### src/rtl/mem_arb_pkg.sv
// Shared types and helpers for the fetch/data memory port arbiter.
package mem_arb_pkg;

  localparam int unsigned AW  = 32;
  localparam int unsigned DW  = 32;
  localparam int unsigned WAW = AW - 2;

  // Masks off the byte offset so only word addresses take part in a compare.
  localparam logic [AW-1:0] WORD_MASK = ~AW'(3);

  typedef enum logic [1:0] {
    GNT_NONE  = 2'd0,
    GNT_DLOAD = 2'd1,
    GNT_FETCH = 2'd2,
    GNT_DRAIN = 2'd3
  } grant_t;

  // One buffered full-word store.
  typedef struct packed {
    logic [WAW-1:0] addr;
    logic [DW-1:0]  data;
  } sb_entry_t;

  // True when two byte addresses fall in the same 32-bit word.
  function automatic logic word_match(input logic [AW-1:0] a, input logic [AW-1:0] b);
    return ((a ^ b) & WORD_MASK) == '0;
  endfunction

endpackage

### src/rtl/store_buffer.sv
// One-entry store buffer with two hit-compare ports for read forwarding.
module store_buffer
  import mem_arb_pkg::*;
(
  input  logic                  clk,
  input  logic                  reset_n,
  input  logic                  load_i,
  input  logic [WAW-1:0]        load_addr_i,
  input  logic [DW-1:0]         load_data_i,
  input  logic                  drain_i,
  input  logic [AW-1:0]         cmp_a_addr_i,
  input  logic [AW-1:0]         cmp_b_addr_i,
  output logic                  valid_o,
  output sb_entry_t             entry_o,
  output logic                  hit_a_c_o,
  output logic                  hit_b_c_o
);

  logic      valid_q, valid_d;
  sb_entry_t entry_q, entry_d;

  // Next entry: a drain empties the buffer unless a store refills it on the same edge.
  always_comb begin
    valid_d = valid_q;
    entry_d = entry_q;
    if (drain_i) begin
      valid_d = 1'b0;
    end
    if (load_i) begin
      valid_d      = 1'b1;
      entry_d.addr = load_addr_i;
      entry_d.data = load_data_i;
    end
  end

  // Buffer state; reset discards any pending store.
  always_ff @(posedge clk or negedge reset_n) begin
    if (!reset_n) begin
      valid_q <= 1'b0;
      entry_q <= '0;
    end else begin
      valid_q <= valid_d;
      entry_q <= entry_d;
    end
  end

  // Word-address hit compares against the buffered store.
  always_comb begin
    hit_a_c_o = valid_q && word_match({entry_q.addr, 2'b00}, cmp_a_addr_i);
    hit_b_c_o = valid_q && word_match({entry_q.addr, 2'b00}, cmp_b_addr_i);
  end

  assign valid_o = valid_q;
  assign entry_o = entry_q;

endmodule

### src/rtl/mem_port_arbiter.sv
// Shares one single-ported memory between instruction fetch and data access,
// with a one-entry forwarding store buffer and fetch starvation protection.
module mem_port_arbiter
  import mem_arb_pkg::*;
#(
  parameter int unsigned STARVE_LIMIT = 3,
  parameter int unsigned CW           = 2
) (
  input  logic          clk,
  input  logic          reset_n,
  input  logic          if_req,
  input  logic [AW-1:0] if_addr,
  output logic [DW-1:0] if_rdata,
  output logic          if_stall,
  input  logic          d_req,
  input  logic          d_we,
  input  logic [AW-1:0] d_addr,
  input  logic [DW-1:0] d_wdata,
  output logic [DW-1:0] d_rdata,
  output logic          d_stall,
  output logic [AW-1:0] m_addr,
  output logic          m_we,
  output logic [DW-1:0] m_wdata,
  input  logic [DW-1:0] m_rdata
);

  logic          ld_c, st_c;
  logic          sb_valid;
  sb_entry_t     sb_entry;
  logic          sb_hit_if_c, sb_hit_d_c;
  logic          if_hit_c, d_hit_c;
  logic          if_miss_c, ld_miss_c;
  logic          store_blocked_c;
  grant_t        grant_c;
  logic [CW-1:0] starve_q, starve_d;

  // A stalled store is still written into the buffer: the forced drain frees it
  // this cycle and the re-presented store then hits as a same-word overwrite.
  store_buffer u_sb (
    .clk          (clk),
    .reset_n      (reset_n),
    .load_i       (st_c),
    .load_addr_i  (d_addr[AW-1:2]),
    .load_data_i  (d_wdata),
    .drain_i      (grant_c == GNT_DRAIN),
    .cmp_a_addr_i (if_addr),
    .cmp_b_addr_i (d_addr),
    .valid_o      (sb_valid),
    .entry_o      (sb_entry),
    .hit_a_c_o    (sb_hit_if_c),
    .hit_b_c_o    (sb_hit_d_c)
  );

  // Request decode and buffer hit/miss classification.
  always_comb begin
    ld_c            = d_req && !d_we;
    st_c            = d_req && d_we;
    if_hit_c        = if_req && sb_hit_if_c;
    d_hit_c         = ld_c && sb_hit_d_c;
    if_miss_c       = if_req && !sb_hit_if_c;
    ld_miss_c       = ld_c && !sb_hit_d_c;
    store_blocked_c = st_c && sb_valid && !sb_hit_d_c;
  end

  // Fixed-priority port grant, one winner per cycle.
  always_comb begin
    grant_c = GNT_NONE;
    if (store_blocked_c) begin
      grant_c = GNT_DRAIN;
    end else if (starve_q == CW'(STARVE_LIMIT) && if_miss_c) begin
      grant_c = GNT_FETCH;
    end else if (ld_miss_c) begin
      grant_c = GNT_DLOAD;
    end else if (if_miss_c) begin
      grant_c = GNT_FETCH;
    end else if (sb_valid) begin
      grant_c = GNT_DRAIN;
    end
  end

  // Memory port drive, read-data steering and stall generation.
  always_comb begin
    m_addr   = '0;
    m_we     = 1'b0;
    m_wdata  = '0;
    if_rdata = '0;
    d_rdata  = '0;
    unique case (grant_c)
      GNT_DLOAD: m_addr = d_addr;
      GNT_FETCH: m_addr = if_addr;
      GNT_DRAIN: begin
        m_addr  = {sb_entry.addr, 2'b00};
        m_wdata = sb_entry.data;
        m_we    = 1'b1;
      end
      default: m_addr = '0;
    endcase
    if (grant_c == GNT_FETCH) begin
      if_rdata = m_rdata;
    end else if (if_hit_c) begin
      if_rdata = sb_entry.data;
    end
    if (grant_c == GNT_DLOAD) begin
      d_rdata = m_rdata;
    end else if (d_hit_c) begin
      d_rdata = sb_entry.data;
    end
    if_stall = if_miss_c && (grant_c != GNT_FETCH);
    d_stall  = (ld_miss_c && (grant_c != GNT_DLOAD)) || store_blocked_c;
  end

  // Starvation count: consecutive denied fetch cycles, saturating at the limit.
  always_comb begin
    starve_d = '0;
    if (if_stall) begin
      starve_d = (starve_q == CW'(STARVE_LIMIT)) ? starve_q : starve_q + CW'(1);
    end
  end

  // Starvation counter register.
  always_ff @(posedge clk or negedge reset_n) begin
    if (!reset_n) begin
      starve_q <= '0;
    end else begin
      starve_q <= starve_d;
    end
  end

endmodule

### config.mk
export PLATFORM = sky130hd
export DESIGN_NAME = mem_port_arbiter
export DESIGN_NICKNAME = d
export VERILOG_FILES = /design/src/rtl/mem_arb_pkg.sv /design/src/rtl/store_buffer.sv /design/src/rtl/mem_port_arbiter.sv
export SDC_FILE = /design/constraint.sdc
export NUM_CORES = 1
export LEC_CHECK = 0
export CAP_MARGIN = 20
export CORE_ASPECT_RATIO = 2
export CORE_MARGIN = 10
export CORE_UTILIZATION = 25
export DETAILED_ROUTE_END_ITERATION = 10
export DONT_BUFFER_PORTS = 1
export HOLD_SLACK_MARGIN = 0.08
export PLACE_DENSITY = 0.37
export SLEW_MARGIN = 10
export SYNTH_ARGS = -nofsm -noshare
export SYNTH_HDL_FRONTEND = slang
export SYNTH_SLANG_ARGS = --single-unit
### constraint.sdc
create_clock -name clk -period 2.3 [get_ports clk]
set_clock_uncertainty 0.1 [all_clocks]
set_input_delay 0.23 -clock clk [delete_from_list [all_inputs] [get_ports clk]]
set_output_delay 0.23 -clock clk [all_outputs]
set_load 0.005 [all_outputs]
==> results of run 1 <==
## path summary, 6_finish.rpt
kind,endpoint,depth (start not counted)
setup / recovery,m_addr[4],10
hold / removal,starve_q[1],3
setup reg to reg,u_sb.valid_o,9
hold reg to reg,starve_q[1],2
max in group asynchronous,u_sb.entry_o[55],2
min in group asynchronous,u_sb.entry_o[40],2
## state kept, by name, indices dropped and copies added, names as in the netlist
signal and flops:
starve_q 2, u_sb.valid_o 1, u_sb.entry_o 62
## what timing repair did
| item | CTS | global route |
|---|---|---|
| resized for setup | 45 | 31 |
| cloned | 9 | 4 |
| hold buffers | 64 | 0 |
| endpoints found under the hold margin | 127 | 0 |
| setup endpoints to repair | 132 | 132 |
| buffers inserted | 18 | 9 |
| pin swaps | 47 | 35 |
## metrics by stage
stage               utilization [%]  hold slack (ns)
floorplan                         -          -0.1656
global placement              29.48          -0.1624
detailed placement            29.48          -0.1627
CTS                           38.17           0.1928
global route                  39.14           0.2413
finish                        39.14           0.2278
## power groups by stage
stage	Combinational, W	Clock (W)	Sequential, W
finish	0.00153	0.00139	0.00149
global route	0.00163	0.00150	0.00152
CTS	0.00152	0.00145	0.00148
detailed placement	0.00119	0	0.00150
global placement	0.00119	0	0.00150
floorplan	0.000745	0	0.00148
## final cells by class
type / instances / share of cell area (%)
repair buffers: 164 / 25.25
clock inverters: 3 / 0.5615
multi-input cells: 342 / 43.96
well taps: 216 / 3.790
inverters: 2 / 0.1053
clock buffers: 13 / 3.509
flip-flops and latches: 65 / 22.83
## cells by family after synthesis
family | Yosys count | share of synthesized area [%]
XOR/XNOR | 61 | 11.57
flip-flops | 65 | 35.21
buffers and inverters | 35 | 3.630
AO/OA/AOI/OAI | 107 | 20.72
multiplexers | 63 | 15.33
AND/OR/NAND/NOR | 110 | 13.27
adder cells (fa/ha/maj) | 1 | 0.2708
## routing by layer
layer | share of wire [%] | vias to the layer above | GRT usage [%] | wire length [um]
li1 | - | 1948 | - | -
met1 | 30 | 2273 | 14.96 | 6609
met2 | 60 | 215 | 33.59 | 13210
met3 | 7.4 | 32 | 5.222 | 1649
met4 | 3.1 | 0 | 6.985 | 697
met5 | 0 | - | 0 | 0
## layout by cell type (no fill, tap or decap), types with 16 or more instances in the layout
cell type	instances
sky130_fd_sc_hd__nand2_1	27
sky130_fd_sc_hd__dlygate4sd3_1	63
sky130_fd_sc_hd__a22o_1	61
sky130_fd_sc_hd__xnor2_1	32
sky130_fd_sc_hd__dfrtp_1	64
sky130_fd_sc_hd__a222oi_1	16
sky130_fd_sc_hd__buf_4	60
sky130_fd_sc_hd__nor2_1	18
sky130_fd_sc_hd__and2_1	29
sky130_fd_sc_hd__mux2_2	62
## tightest hold or removal path, delay by kind of cell
family,cells,cell delay (ns)
AND/OR/NAND/NOR,3,0.39
==> run summary, run 1 <==
Net count after synthesis: 576
Clock-pin slew on the worst setup and hold paths: 0.06 ns
Syn Std Cell Area: 4619 sq um
Row Count: 70
Final-report setup violation count: 132
Total negative setup slack: -81.60 ns
WL per Instance: 27.54 um
Critical path buffers and inverters: 3
Wire length of the first global-routing pass: 31.03 mm
Part of the Yosys area used for sequential elements: 35.21%
GRT Residual Overflow: 0
WP data required: 1.97 ns
Worst hold path class: input pin to register
Net Switching: 0.001405 W
Pwr/cell area: 618.8 nW/um^2
Reg2Reg Launch Point: u_sb.entry_o[46]
Count of synthesis-stage warnings from yosys: 0
Iteration-0 DRC count of the detailed router: 258
Buffers on Ports: 0
GRT Util Overall: 16.99%
Clock network fraction of total power: 31.5%
Cell-by-cell listing of the critical path: xor2_1 -> buf_4 -> nor4_4 -> and4_4 -> a21oi_4 -> a21boi_4 -> buf_6 -> clkbuf_16 -> a222oi_1 -> nor2_1
Clock tree from TritonCTS: done
P_int: 0.003008 W
Area of the multi-input gates: 3134 sq um
Total power: 0.004412 W
Detailed Route WL: 22.17 mm
Seq. cell area: 1628 sq um
Combinational Power Share: 34.6%
Number of max-slew violations in the final report: 0
Share of cells above drive strength 1: 39.05%
Critical hold path startpoint: d_we
Most common cell in the synthesized netlist: sky130_fd_sc_hd__a22o_1
Sw frac: 31.84%
Kind of start point of the critical path: register
Number of buffers created by CTS: 9
Fill cell count: 1784
Largest area contributor in the synthesized netlist: sky130_fd_sc_hd__dfrtp_1
Longest Clk Path Bufs: 2
Die Ht: 212.2 um
Detail Route Antenna Nets: 0
# Max-Cap Violations: 0
Diode insertion count for antenna repair: 0
Horiz. Die Dim: 116.1 um
Non-filler instance count after layout: 805
Pre-Repair DR Iteration Count: 6
Part of the power in registers: 33.9%
Startpoint of the most critical setup path: u_sb.entry_o[32]
DRC: 0
Slew HR: 64.65%
Count of mapped cells out of synthesis: 442
Final critical-path share of the clock period: 131.6%
Synthesized area per cell: 10.45 sq um
Post-Place Worst Slack: -0.3991 ns
Max stage delay on crit path: 0.41 ns
Cells after DPL: 690
Area of the die: 24640 sq um
Maximum clock rate: 330.4 MHz
Count of H-tree levels built during CTS: 3
Maximum fanout along the worst path: 6
Share of the synthesized area in the top cell type: 35.21%
Arrival time reported for the critical path endpoint: 2.70 ns
Flip-flop and latch count after synthesis: 65
Core region area: 18220 sq um
Area Growth Syn to Fin: 54.36%
Unrepaired setup endpoints after global routing: true
Antenna violations before repair: 0
Number of clock sinks: 65
Commonest register cell after synthesis: sky130_fd_sc_hd__dfrtp_1
NumNets Final: 718
Post-synth cell types: 37
Share of synthesized registers carrying an async set or reset: 100.0%
Pin count of the biggest net entering global routing: 66
Worst setup EP type: output pin
Type of the setup path with the least slack: register to output pin
Clock Tree Root: sky130_fd_sc_hd__clkbuf_16
Starting density of the core: 25.36%
Result of the run: complete, but fails checks
Total number of vias: 4468
Insertion delay of the later-clocked pin in the worst-skew pair: 0.34 ns
Cell with the largest stage delay on the worst path: sky130_fd_sc_hd__dfrtp_1
Number of top-level design ports: 264
Via-per-instance ratio: 5.550
Vias in the first global route: 4910
Placed standard-cell area: 5371 sq um
Placer congestion estimate: 0.7926
Area contributors post-synth: sky130_fd_sc_hd__dfrtp_1 35%, sky130_fd_sc_hd__mux2_2 15%, sky130_fd_sc_hd__a22o_1 13%
Largest vdd supply drop: 296.5 uV
Final Instance Area: 7131 sq um
Worst Max-Slew Pin Slew: 0.5302 ns
Setup slack on the worst flop-to-flop path: -0.02 ns
Static Leak: 2.980 nW
Post-synth top cells: 66 x sky130_fd_sc_hd__a22o_1, 65 x sky130_fd_sc_hd__dfrtp_1, 62 x sky130_fd_sc_hd__mux2_2, 44 x sky130_fd_sc_hd__xnor2_1, 32 x sky130_fd_sc_hd__and2_1
Final Worst Setup Slack: -0.7263 ns
Number of endpoints with negative hold slack in the final report: 0
Post-route minimum period: 3.026 ns
DP HPWL: 15.17 mm
Violated checks: setup timing
Number of synthesized flops with an enable pin: 0
Kind of cell with the highest combined delay on the critical path: simple AND/OR/NAND/NOR gates
(Power assumes the default switching activity.)
==> run 2, diff against run 1 <==
--- a/config.mk
+++ b/config.mk
@@ -11,6 +11,7 @@
 export CORE_UTILIZATION = 25
 export DETAILED_ROUTE_END_ITERATION = 10
 export DONT_BUFFER_PORTS = 1
+export GPL_ROUTABILITY_DRIVEN = 1
 export HOLD_SLACK_MARGIN = 0.08
 export PLACE_DENSITY = 0.37
 export SLEW_MARGIN = 10
==> results of run 2 <==
Final layout, timing and power as in run 1 (identical DEF).
==> run 3, diff against run 2 <==
--- a/config.mk
+++ b/config.mk
@@ -9,11 +9,13 @@
 export CORE_ASPECT_RATIO = 2
 export CORE_MARGIN = 10
 export CORE_UTILIZATION = 25
+export CTS_BUF_LIST = sky130_fd_sc_hd__clkbuf_8
 export DETAILED_ROUTE_END_ITERATION = 10
 export DONT_BUFFER_PORTS = 1
 export GPL_ROUTABILITY_DRIVEN = 1
 export HOLD_SLACK_MARGIN = 0.08
 export PLACE_DENSITY = 0.37
+export SETUP_SLACK_MARGIN = 0.1
 export SLEW_MARGIN = 10
 export SYNTH_ARGS = -nofsm -noshare
 export SYNTH_HDL_FRONTEND = slang
==> run 3 against run 2 <==
Compared with the run above:
- critical path depth grew 1
- global-route usage grew 0.47 points
- first-iteration DRC count is 31% higher
- the flow still finishes with violations (setup timing)
- critical endpoint is now d_rdata[5]
- die area is the same
- sequential power hardly changed
- final cell count rose by 1.7%
- cell area grew 3.2%
- fmax down 4.5%
- clock power down 11%
- routed wire length decreased by 0.56%
- sequential share of layout area shrank 0.70 points
- register-to-register slack worse by 0.31 ns
==> run summary, run 3 (synthesis gave the netlist of run 1 again) <==
Horiz. Die Dim: 116.1 um (unchanged)
Starting density of the core: 25.36% (unchanged)
Area Growth Syn to Fin: 59.26% (was 54.36%)
Detailed Route WL: 22.04 mm (was 22.17 mm)
Antenna violations before repair: 0 (unchanged)
Arrival time reported for the critical path endpoint: 2.84 ns (was 2.70 ns)
Iteration-0 DRC count of the detailed router: 337 (was 258)
Most frequent standard cell in the layout excluding fill and tap cells: sky130_fd_sc_hd__buf_4 (was sky130_fd_sc_hd__dfrtp_1)
Kind of start point of the critical path: register (unchanged)
Placer congestion estimate: 0.7431 (was 0.7926)
Clock-pin slew on the worst setup and hold paths: 0.08 ns (was 0.06 ns)
Worst Max-Slew Pin Slew: 0.5916 ns (was 0.5302 ns)
Worst hold path class: input pin to register (unchanged)
Wire length of the first global-routing pass: 31.71 mm (was 31.03 mm)
Type of the setup path with the least slack: register to output pin (unchanged)
WL per Instance: 26.91 um (was 27.54 um)
Post-route minimum period: 3.170 ns (was 3.026 ns)
Result of the run: complete, but fails checks (unchanged)
Pwr/cell area: 594.7 nW/um^2 (was 618.8 nW/um^2)
NumNets Final: 732 (was 718)
GRT Residual Overflow: 0 (unchanged)
Row Count: 70 (unchanged)
Cell with the largest stage delay on the worst path: sky130_fd_sc_hd__or4_4 (was sky130_fd_sc_hd__dfrtp_1)
Longest Clk Path Bufs: 2 (unchanged)
Number of clock sinks: 65 (unchanged)
DRC: 0 (unchanged)
Area of the multi-input gates: 3232 sq um (was 3134 sq um)
Setup slack on the worst flop-to-flop path: -0.33 ns (was -0.02 ns)
Final critical-path share of the clock period: 137.8% (was 131.6%)
Cell-by-cell listing of the critical path: buf_6 -> xnor2_4 -> nand3_4 -> or4_4 -> buf_4 -> buf_6 -> nor3_4 -> buf_12 -> buf_12 -> buf_16 -> a22o_1 (was xor2_1 -> buf_4 -> nor4_4 -> and4_4 -> a21oi_4 -> a21boi_4 -> buf_6 -> clkbuf_16 -> a222oi_1 -> nor2_1)
Clock Tree Root: sky130_fd_sc_hd__clkbuf_8 (was sky130_fd_sc_hd__clkbuf_16)
Final-report setup violation count: 132 (unchanged)
Number of endpoints with negative hold slack in the final report: 0 (unchanged)
Core region area: 18220 sq um (unchanged)
DP HPWL: 14.80 mm (was 15.17 mm)
Non-filler instance count after layout: 819 (was 805)
Buffers on Ports: 0 (unchanged)
Vias in the first global route: 5016 (was 4910)
Unrepaired setup endpoints after global routing: true (unchanged)
Fill cell count: 1788 (was 1784)
Maximum clock rate: 315.4 MHz (was 330.4 MHz)
Final Worst Setup Slack: -0.8703 ns (was -0.7263 ns)
Number of max-slew violations in the final report: 0 (unchanged)
Static Leak: 3.093 nW (was 2.980 nW)
Cells after DPL: 692 (was 690)
Count of H-tree levels built during CTS: 3 (unchanged)
Total number of vias: 4429 (was 4468)
Number of top-level design ports: 264 (unchanged)
Max stage delay on crit path: 0.55 ns (was 0.41 ns)
Kind of cell with the highest combined delay on the critical path: simple AND/OR/NAND/NOR gates (unchanged)
Critical path buffers and inverters: 6 (was 3)
Via-per-instance ratio: 5.408 (was 5.550)
Pre-Repair DR Iteration Count: 5 (was 6)
Final Util: 40.38% (was 39.14%)
Worst setup EP type: output pin (unchanged)
Share of cells above drive strength 1: 45.44% (was 39.05%)
Clock tree from TritonCTS: done (unchanged)
Seq. cell area: 1628 sq um (unchanged)
Violated checks: setup timing (unchanged)
Die Ht: 212.2 um (unchanged)
Maximum fanout along the worst path: 8 (was 6)
Pin count of the biggest net entering global routing: 66 (unchanged)
Max FFs per register: 62 (unchanged)
Insertion delay of the later-clocked pin in the worst-skew pair: 0.36 ns (was 0.34 ns)
Diode insertion count for antenna repair: 0 (unchanged)
Slew HR: 60.56% (was 64.65%)
Number of buffers created by CTS: 9 (unchanged)
Post-Place Worst Slack: -0.8001 ns (was -0.3991 ns)
Largest vdd supply drop: 267.3 uV (was 296.5 uV)
Total power: 0.004375 W (was 0.004412 W)
Most used cells in the layout excluding fill and tap cells: 68 x sky130_fd_sc_hd__buf_4, 64 x sky130_fd_sc_hd__dfrtp_1, 63 x sky130_fd_sc_hd__a22o_1, 63 x sky130_fd_sc_hd__dlygate4sd3_1, 62 x sky130_fd_sc_hd__mux2_2 (was 64 x sky130_fd_sc_hd__dfrtp_1, 63 x sky130_fd_sc_hd__dlygate4sd3_1, 62 x sky130_fd_sc_hd__mux2_2, 61 x sky130_fd_sc_hd__a22o_1, 60 x sky130_fd_sc_hd__buf_4)
Detail Route Antenna Nets: 0 (unchanged)
WP data required: 1.97 ns (about the same)
Area of the die: 24640 sq um (unchanged)
GRT Util Overall: 17.45% (was 16.99%)
# Max-Cap Violations: 0 (unchanged)
==> run 3: report_power, final <==
part / internal (W) / total, W / switching [W]
clock: 0.000744 / 0.00124 / 0.000493
combinational: 0.000932 / 0.00164 / 0.000708
sequential: 0.00131 / 0.00150 / 0.000188
==> run 3: what timing repair did <==
item                                    4_1_cts  5_1_grt
setup buffers                                27       11
gates cloned                                 12        1
endpoints found under the hold margin       127        0
hold buffers                                 64        0
pin swaps                                    42       51
endpoints found under the setup margin      134      134
gates resized for setup                      69       28
==> run 3: per-stage QoR <==
step                cell area, sq um  hold slack [ns]  TNS (ns)
detailed placement              5401          -0.1616    -82.06
global route                    7357           0.1979   -117.44
global placement                5401          -0.1621    -85.93
CTS                             7168           0.1881   -102.86
floorplan                       4678          -0.1656    -2.589
finish                          7357           0.1579   -104.15
==> run 3: worst register-to-register path: stages, from the launching register on <==
cell                       delay (ns)
sky130_fd_sc_hd__dfrtp_1         0.42
sky130_fd_sc_hd__xnor2_1         0.26
sky130_fd_sc_hd__nand4_1         0.19
sky130_fd_sc_hd__buf_4           0.19
sky130_fd_sc_hd__nor4_4          0.35
sky130_fd_sc_hd__a21oi_4         0.13
sky130_fd_sc_hd__a211oi_4        0.36
sky130_fd_sc_hd__buf_4           0.19
sky130_fd_sc_hd__buf_12          0.13
sky130_fd_sc_hd__buf_4           0.12
sky130_fd_sc_hd__o21ai_1         0.05
==> run 3: cell type report <==
cell class / instances / area share (%)
clock inverters: 6 / 1.446
inverters: 2 / 0.1020
well taps: 216 / 3.673
clock buffers: 10 / 1.871
flip-flops and latches: 65 / 22.13
repair buffers: 176 / 26.85
multi-input cells: 344 / 43.93
==> run 3: metal layers <==
| layer | wire length (um) | share of wire [%] | GRT usage [%] |
|---|---|---|---|
| met1 | 6591 | 30 | 15.04 |
| met2 | 13030 | 59 | 34.04 |
| met3 | 1559 | 7.1 | 5.137 |
| met4 | 862 | 3.9 | 9.414 |
| met5 | 0 | 0 | 0 |
==> run 3: worst paths after layout <==
| kind | from | to | depth (start not counted) |
|---|---|---|---|
| max | u_sb.entry_o[36] | d_rdata[5] | 11 |
| max reg2reg | u_sb.entry_o[44] | u_sb.valid_o | 10 |
| max in group asynchronous | reset_n | u_sb.entry_o[58] | 2 |
| min in group asynchronous | reset_n | u_sb.entry_o[50] | 2 |
| min reg2reg | starve_q[1] | starve_q[1] | 2 |
| min | d_req | u_sb.valid_o | 3 |
